### config.mk
export PLATFORM = sky130hd
export DESIGN_NAME = sigmoid_backprop
export DESIGN_NICKNAME = d
export VERILOG_FILES = /design/src/rtl/activation_pkg.sv /design/src/rtl/seq_mult.sv /design/src/rtl/sigmoid_backprop.sv
export SDC_FILE = /design/constraint.sdc
export NUM_CORES = 1
export LEC_CHECK = 0
export BUFFER_PORTS_ARGS = -buffer_cell sky130_fd_sc_hd__buf_2
export CORE_ASPECT_RATIO = 2
export CORE_MARGIN = 3
export CORE_UTILIZATION = 40
export DETAILED_ROUTE_END_ITERATION = 16
export PLACE_DENSITY = 0.62
export SLEW_MARGIN = 30
export SYNTH_ARGS = -nofsm -noshare
export SYNTH_HDL_FRONTEND = slang
export SYNTH_SLANG_ARGS = --single-unit
export TNS_END_PERCENT = 10
### constraint.sdc
create_clock -name clk -period 4.3 [get_ports clk]
set_input_delay 0.86 -clock clk [delete_from_list [all_inputs] [get_ports clk]]
set_output_delay 0.86 -clock clk [all_outputs]
set_load 0.1 [all_outputs]
### src/rtl/activation_pkg.sv
// ----------------------------------------------------------------------------
// activation_pkg : shared fixed-point types and FSM states for activation blocks
// Rev 1.0
// ----------------------------------------------------------------------------
`default_nettype none

package activation_pkg;

  localparam int          FRAC_BITS = 12;
  localparam logic [15:0] FIXED_ONE = 16'h1000;

  typedef logic signed [15:0] fixed_t;

  typedef enum logic [1:0] {
    IDLE = 2'd0,
    MUL1 = 2'd1,
    MUL2 = 2'd2,
    DONE = 2'd3
  } state_t;

endpackage

`default_nettype wire

### src/rtl/seq_mult.sv
// ----------------------------------------------------------------------------
// seq_mult : radix-2 shift-add multiplier, signed x unsigned, 16 iterations
// Rev 1.0
// ----------------------------------------------------------------------------
`default_nettype none

module seq_mult #(
  parameter int W = 16
) (
  input  logic                  clk,
  input  logic                  n_rst,
  input  logic                  start_i,
  input  logic signed [W-1:0]   mcand_i,
  input  logic        [W-1:0]   mplier_i,
  output logic                  done_o,
  output logic signed [2*W-1:0] product_o
);

  localparam int CW = $clog2(W);

  logic signed [2*W-1:0] acc_q, acc_d;
  logic signed [2*W-1:0] mcand_q, mcand_d;
  logic        [W-1:0]   mplier_q, mplier_d;
  logic        [CW-1:0]  cnt_q, cnt_d;
  logic                  busy_q, busy_d;
  logic                  done_q, done_d;
  logic signed [2*W-1:0] w_mcand_ext;

  assign w_mcand_ext = {{W{mcand_i[W-1]}}, mcand_i};

  // The start edge already performs the bit-0 step, so the product is
  // complete after 15 further edges and done is seen in the 16th cycle.
  always_comb begin
    acc_d    = acc_q;
    mcand_d  = mcand_q;
    mplier_d = mplier_q;
    cnt_d    = cnt_q;
    busy_d   = busy_q;
    done_d   = 1'b0;
    if (start_i) begin
      acc_d    = mplier_i[0] ? w_mcand_ext : '0;
      mcand_d  = w_mcand_ext <<< 1;
      mplier_d = mplier_i >> 1;
      cnt_d    = CW'(1);
      busy_d   = 1'b1;
    end else if (busy_q) begin
      if (mplier_q[0]) begin
        acc_d = acc_q + mcand_q;
      end
      mcand_d  = mcand_q <<< 1;
      mplier_d = mplier_q >> 1;
      cnt_d    = cnt_q + 1'b1;
      if (cnt_q == CW'(W-1)) begin
        busy_d = 1'b0;
        done_d = 1'b1;
      end
    end
  end

  always_ff @(posedge clk or negedge n_rst) begin
    if (!n_rst) begin
      acc_q    <= '0;
      mcand_q  <= '0;
      mplier_q <= '0;
      cnt_q    <= '0;
      busy_q   <= 1'b0;
      done_q   <= 1'b0;
    end else begin
      acc_q    <= acc_d;
      mcand_q  <= mcand_d;
      mplier_q <= mplier_d;
      cnt_q    <= cnt_d;
      busy_q   <= busy_d;
      done_q   <= done_d;
    end
  end

  assign done_o    = done_q;
  assign product_o = acc_q;

endmodule

`default_nettype wire

### src/rtl/sigmoid_backprop.sv
// ----------------------------------------------------------------------------
// sigmoid_backprop : grad = err * y * (1 - y), Q4.12, one shared multiplier
// Rev 1.0
// ----------------------------------------------------------------------------
`default_nettype none

module sigmoid_backprop
  import activation_pkg::*;
#(
  parameter int DATA_W    = 16,
  parameter int FRAC_BITS = 12
) (
  input  logic              clk,
  input  logic              n_rst,
  input  logic              in_valid,
  output logic              in_ready,
  input  logic [DATA_W-1:0] y_in,
  input  logic [DATA_W-1:0] err_in,
  output logic              out_valid,
  input  logic              out_ready,
  output logic [DATA_W-1:0] grad_out
);

  state_t state_q, state_d;
  fixed_t err_q, err_d;
  fixed_t grad_q, grad_d;

  logic                       w_mul_start;
  logic signed [DATA_W-1:0]   w_mul_a;
  logic        [DATA_W-1:0]   w_mul_b;
  logic                       w_mul_done;
  logic signed [2*DATA_W-1:0] w_prod;
  logic        [DATA_W-1:0]   w_prod_q412;
  logic        [DATA_W-1:0]   w_y_clamp;
  logic                       w_unused_bits;

  seq_mult #(
    .W (DATA_W)
  ) u_mult (
    .clk       (clk),
    .n_rst     (n_rst),
    .start_i   (w_mul_start),
    .mcand_i   (w_mul_a),
    .mplier_i  (w_mul_b),
    .done_o    (w_mul_done),
    .product_o (w_prod)
  );

  // Both the unsigned p and the floored signed gradient are the same slice.
  assign w_prod_q412   = w_prod[FRAC_BITS+DATA_W-1:FRAC_BITS];
  assign w_unused_bits = ^{w_prod[2*DATA_W-1:FRAC_BITS+DATA_W], w_prod[FRAC_BITS-1:0]};

  always_comb begin
    if (y_in[DATA_W-1]) begin
      w_y_clamp = '0;
    end else if (y_in > FIXED_ONE) begin
      w_y_clamp = FIXED_ONE;
    end else begin
      w_y_clamp = y_in;
    end
  end

  always_comb begin
    state_d     = state_q;
    err_d       = err_q;
    grad_d      = grad_q;
    w_mul_start = 1'b0;
    w_mul_a     = '0;
    w_mul_b     = '0;
    case (state_q)
      IDLE: begin
        if (in_valid) begin
          state_d     = MUL1;
          err_d       = err_in;
          w_mul_start = 1'b1;
          w_mul_a     = w_y_clamp;
          w_mul_b     = FIXED_ONE - w_y_clamp;
        end
      end
      MUL1: begin
        if (w_mul_done) begin
          state_d     = MUL2;
          w_mul_start = 1'b1;
          w_mul_a     = err_q;
          w_mul_b     = w_prod_q412;
        end
      end
      MUL2: begin
        if (w_mul_done) begin
          state_d = DONE;
          grad_d  = w_prod_q412;
        end
      end
      DONE: begin
        if (out_ready) begin
          state_d = IDLE;
        end
      end
      default: state_d = IDLE;
    endcase
  end

  always_ff @(posedge clk or negedge n_rst) begin
    if (!n_rst) begin
      state_q <= IDLE;
      err_q   <= '0;
      grad_q  <= '0;
    end else begin
      state_q <= state_d;
      err_q   <= err_d;
      grad_q  <= grad_d;
    end
  end

  assign in_ready  = (state_q == IDLE);
  assign out_valid = (state_q == DONE);
  assign grad_out  = grad_q;

endmodule

`default_nettype wire

==> results_dict.tcl, run 1 <==
set metrics [dict create \
    routedWlPerCell_um 19.4 \
    post-route-period-util_pct 68.2 \
    synthTopCellsByArea "dfrtp_1 (43%), nand2_1 (6.3%), ha_1 (6.3%)" \
    cts_root_buf "clkbuf_16" \
    grt.total_usage_pct 22.0 \
    fmax_mhz 341 \
    clk_latency_ns 0.36 \
    p_per_area_mw_per_mm2 882 \
    synth-main-ff-cell "dfrtp_1" \
    htreeDepth 3 \
    power_mw 6.34 \
    hp-class "in -> async" \
    critPathBufInv 1 \
    setup_viol 0 \
    grt_overflow 0 \
    irDropWorstVdd_mv 0.431 \
    clk_pin_slew_ns 0.07 \
    die_x_um 95.5 \
    drt_iter0_drc 369 \
    start_kind "input pin" \
    path_max_fanout 12 \
    ys_ff_latch 109 \
    synth_common_cells "dfrtp_1 (109), nand2_1 (108), nor2_1 (80)" \
    diodes 0 \
    syn2layout_area_growth_pct 12.3 \
    synth.most_common_cell "dfrtp_1" \
    drt-pass1-iter-count 5 \
    cp-end-kind "register" \
    clkSinkCount 109 \
    layout.nets 816 \
    dieArea_sq_mm 0.0176 \
    drc 0 \
    avgSynthCellArea_sq_um 9.11 \
    path_class "in -> reg" \
    fp.dieH_um 185 \
    yosysTopAreaCell "dfrtp_1" \
    fin_ws_ns 1.37 \
    clock_path_buffers 2 \
    cts_hold_buf 0 \
    routed-via-count 5472 \
    setup-tns-final_ns 0 \
    synth_cells 703 \
    place.gp.congestion 0.911 \
    grt_pass1_wl_um 29400 \
    avgViaCountPerCell 5.76 \
    path_cells "buf_2 > nor4_1 > nand4_1 > a21oi_1 > nand2_1 > ha_1 > mux2_2 > a221o_1 > a31oi_1" \
    fin_worst_skew_ns 0.0101 \
    status "completed" \
    cts_repair_resize_count 0 \
    start_util_pct 41.4 \
    worst-slew-pin-transition_ns 0.873 \
    postSynthNetCount 772 \
    tritoncts "done" \
    drive_above_1_share_pct 15.7 \
    antenna_found_initial 0 \
    place_ws_ns 1.08 \
    syn_area_sq_mm 0.00640 \
    core_sq_mm 0.0155 \
    port_buffers 53 \
    rsz0062_at_grt "false" \
    synth_warnings 0 \
    period_minus_slack_ns 2.93 \
    yosysSeqAreaShare_pct 42.6 \
    path_delay_family "compound AO/OA/AOI/OAI gates" \
    cp_slowest_cell "nor4_1" \
    hpwl_um 13600 \
    relSlewSlack_pct 41.7 \
    synth.distinct_cells 67 \
    required_ns 4.58 \
    first_global_vias 5671 \
    post-cts-setup-buffer-count 0 \
    antenna_left 0 \
    cap_viol_max_count 0 \
    drt-total-wl_um 18400 \
    rows 64 \
    hold_viol 0 \
    arrival_ns 3.21 \
    synth_edf_count 0 \
    ys_async_sr_fraction_pct 100 \
    critical-path-max-stage-delay_ns 0.44 \
    io_pins 54 \
    grt_max_degree 97 \
    yosysTopAreaCellShare_pct 42.6 \
    p_leak_nw 3.35 \
    maxSlewViolCount 0 \
    cts_buffers 9 \
]
## worst paths after layout
check,end,cells after the start,slack [ns],start
min reg2reg,err_q[9],2,0.48,err_q[9]
min in group clk,err_q[9],2,0.48,err_q[9]
max,u_mult.mplier_q[7],9,1.37,y_in[8]
max in group asynchronous,u_mult.mcand_q[15],2,3.15,n_rst
min,err_q[12],1,0.36,n_rst
max reg2reg,u_mult.product_o[27],9,1.39,state_q[0]
## final cells by class
cell class | instances | area, sq um
inverter | 12 | 45.0
clock buffer | 9 | 225
fill | 1523 | 8270
multi-input combinational | 549 | 3490
tap | 198 | 248
clock inverter | 7 | 75.1
timing repair buffer | 66 | 378
sequential | 109 | 2730
## power breakdown
group | internal (mW) | total (mW) | switching [mW]
clock network | 0.455 | 0.853 | 0.398
logic | 1.46 | 3.58 | 2.12
registers | 1.47 | 1.91 | 0.436
## worst register-to-register path, cell delays in order (launching register included)
cell	delay (ns)
dfrtp_1	0.40
inv_1	0.11
ha_1	0.23
nand2_1	0.29
nand2_1	0.48
a21oi_1	0.24
a31oi_4	0.56
nand2_1	0.25
o21ai_1	0.14
a21oi_1	0.06
## placed cells by master, fill, tap and decap left out, drive strengths merged, types with 7 or more instances in the layout
cell	n
dfrtp	109
buf	66
a31oi	7
mux2	18
nand3	10
a21oi	71
inv	13
o21a	18
a21o	10
mux2i	11
o221ai	11
ha	32
a22oi	14
xnor2	13
a211oi	8
nor3	11
nor2	80
xor2	10
o21ai	44
clkbuf	9
nand2	109
## metrics by stage
step | utilization (%) | instances | hold WS [ns] | area, sq um
6_report | 46.5 | 950 | 0.356 | 7190
5_1_grt | 46.5 | 950 | 0.360 | 7190
4_1_cts | 46.5 | 950 | 0.347 | 7190
3_5_place_dp | 44.6 | 934 | 0.467 | 6890
3_3_place_gp | 44.5 | 934 | 0.468 | 6880
2_1_floorplan | - | 703 | 0.445 | 6400
## layer usage
| metal | track usage [%] | part of all wire (%) |
|---|---|---|
| met3 | 2.56 | 3.7 |
| met2 | 40.4 | 54 |
| met4 | 12.9 | 5.7 |
| met1 | 23.4 | 37 |
| met5 | 0 | 0 |
## cells by family after synthesis
kind of cell / count (synthesis) / synth area share, %
flip-flops: 109 / 42.6
buffers and inverters: 45 / 2.99
AO/OA/AOI/OAI: 218 / 23.1
adder cells (fa/ha/maj): 33 / 6.57
multiplexers: 29 / 4.89
XOR/XNOR: 23 / 3.15
AND/OR/NAND/NOR: 246 / 16.7
## registers in the layout (all words and copies together), names as in the netlist
name and cells:
err_q 16, grad_out 16, state_q 2, u_mult.busy_q 1, u_mult.cnt_q 4, u_mult.done_o 1
u_mult.mcand_q 27, u_mult.mplier_q 15, u_mult.product_o 27
(Power assumes the default switching activity.)
==> run 2: changes to the inputs <==
==> constraint.sdc (replaced) <==
create_clock -name clk -period 2.7 [get_ports clk]
set_input_delay 0.54 -clock clk [delete_from_list [all_inputs] [get_ports clk]]
set_output_delay 0.54 -clock clk [all_outputs]
set_load 0.1 [all_outputs]
==> run 2 against run 1 <==
  * Combinational power rose by 67%
  * First-iteration DRC count fell by 30%
  * Via count rose by 2.6%
  * Non-clock buffer count rose by 26
  * Utilization rose by 1.4 points
  * Final cell count rose by 2.7%
  * Wire length rose by 0.56%
  * Setup slack got worse by 1.2 ns
  * Sequential power rose by 57%
  * Design area rose by 3.0%
  * Sequential cell count did not move
  * Critical path type is now reg -> reg
  * Critical endpoint is now u_mult.product_o[24]
  * Largest cell class unchanged
  * Largest power group unchanged
  * Highest routed layer unchanged
==> results_dict.tcl, run 2 (synthesized netlist as in run 1, its figures left out) <==
set metrics [dict create \
    worst-slew-pin-transition_ns 0.708 \
    status "completed" \
    hpwl_um 14100 \
    routedWlPerCell_um 19.0 \
    drc 0 \
    final_util_pct 47.9 \
    avgViaCountPerCell 5.76 \
    reg2reg_from "u_mult.mcand_q[4]" \
    power_frac_comb_pct 58.2 \
    p_int_mw 5.51 \
    swShare_pct 46.5 \
    most-common-layout-cells "dfrtp_1 (109), nand2_1 (108), nor2_1 (79)" \
    grt.total_usage_pct 22.4 \
    layout.nets 842 \
    grt_max_degree 47 \
    port_buffers 53 \
    drive_above_1_share_pct 19.2 \
    rows 64 \
    diodes 0 \
    antenna_found_initial 0 \
    clk_latency_ns 0.36 \
    dieArea_sq_mm 0.0176 \
    drt-pass1-iter-count 5 \
    start_kind "register" \
    antenna_left 0 \
    fin_worst_skew_ns 0.0154 \
    die_x_um 95.5 \
    fmax_mhz 388 \
    r2r_cells 9 \
    routed-via-count 5617 \
    p_switching_mw 4.79 \
    start_util_pct 41.4 \
    arrival_ns 2.84 \
    p_leak_nw 3.47 \
    first_global_vias 5974 \
    syn2layout_area_growth_pct 15.7 \
    hold_viol 0 \
    core_sq_mm 0.0155 \
    rsz0062_at_grt "true" \
    tritoncts "done" \
    cap_viol_max_count 0 \
    cp-end-kind "register" \
    clock_path_buffers 2 \
    relSlewSlack_pct 52.8 \
    path_class "reg -> reg" \
    setup_viol 0 \
    final_common_cell "dfrtp_1" \
    fp.dieH_um 185 \
    post-route-period-util_pct 95.5 \
    maxSlewViolCount 0 \
    htreeDepth 3 \
    required_ns 2.96 \
    power_mw 10.3 \
    reg2reg_to "u_mult.product_o[24]" \
    drt_iter0_drc 259 \
    irDropWorstVdd_mv 0.740 \
    r2r_setup_slack_ns 0.12 \
    path_max_fanout 5 \
    clk_pin_slew_ns 0.08 \
    grt_overflow 0 \
    post-cts-setup-buffer-count 0 \
    clkSinkCount 109 \
    period_minus_slack_ns 2.58 \
    grt_pass1_wl_um 30200 \
    cts_buffers 9 \
    p_per_area_mw_per_mm2 1390 \
    hp-class "in -> async" \
    p_seq_share_pct 29.1 \
    cts_root_buf "clkbuf_16" \
    io_pins 54 \
    drt-total-wl_um 18500 \
    power_frac_clock_pct 12.8 \
    place.gp.congestion 0.931 \
]
-- run 2: worst max-delay path: stages, from the launching register on --
cell and delay, ns:
dfrtp_1 0.41, ha_1 0.38, o21ai_1 0.12, o21bai_2 0.25, o211ai_4 0.16, a2111oi_4 0.41, o21ai_0 0.18, a31oi_1 0.28
mux2i_1 0.22, nor2_1 0.06
-- run 2: how the worst max path moves through the flow --
stage | from | endpoint | slack, ns | cells past startpoint
2_1_floorplan | y_in[2] | u_mult.mplier_q[1] | 0.18 | 10
3_3_place_gp | y_in[8] | u_mult.mplier_q[7] | -0.05 | 10
3_5_place_dp | y_in[8] | u_mult.mplier_q[7] | -0.15 | 10
4_1_cts | u_mult.mcand_q[1] | u_mult.product_o[27] | 0.01 | 11
5_1_grt | u_mult.mcand_q[4] | u_mult.product_o[24] | -0.06 | 9
6_report | u_mult.mcand_q[4] | u_mult.product_o[24] | 0.12 | 9
-- run 2: area by class of cell --
class	count	area [sq um]
Tap cell	198	248
Inverter	12	45.0
Multi-Input combinational cell	549	3510
Clock buffer	9	225
Fill cell	1479	8050
Sequential cell	109	2730
Clock inverter	7	62.6
Timing Repair Buffer	92	586
-- run 2: timing repair --
item                                    4_1_cts  5_1_grt
endpoints found under the setup margin        0        8
hold buffers                                  0        0
resized for setup                             0        7
endpoints found under the hold margin         0        0
-- run 2: power by group through the flow --
stage | clock (mW) | combinational, mW | sequential [mW]
6_report | 1.31 | 5.99 | 2.99
5_1_grt | 1.42 | 6.71 | 3.07
4_1_cts | 1.35 | 5.93 | 3.00
3_5_place_dp | 0 | 5.91 | 3.03
3_3_place_gp | 0 | 5.75 | 3.00
2_1_floorplan | 0 | 4.44 | 2.84
-- run 2: per-layer routing --
| metal | vias up | share of wire (%) | global-route usage, % |
|---|---|---|---|
| li1 | 2675 | - | - |
| met1 | 2732 | 36 | 23.0 |
| met2 | 155 | 54 | 40.6 |
| met3 | 55 | 3.2 | 3.13 |
| met4 | 0 | 7.3 | 15.6 |
| met5 | - | 0 | 0 |
-- run 2: through the flow --
stage	TNS [ns]	hold slack [ns]	instance area (sq um)	worst slack [ns]	instances
after detailed placement	-0.791	0.468	7090	-0.154	960
after floorplan	0	0.244	6400	0.180	703
after CTS	0	0.208	7380	0.0130	976
after global placement	-0.0883	0.462	7090	-0.0452	960
after global routing	-0.0830	0.226	7410	-0.0621	976
final	0	0.183	7410	0.121	976
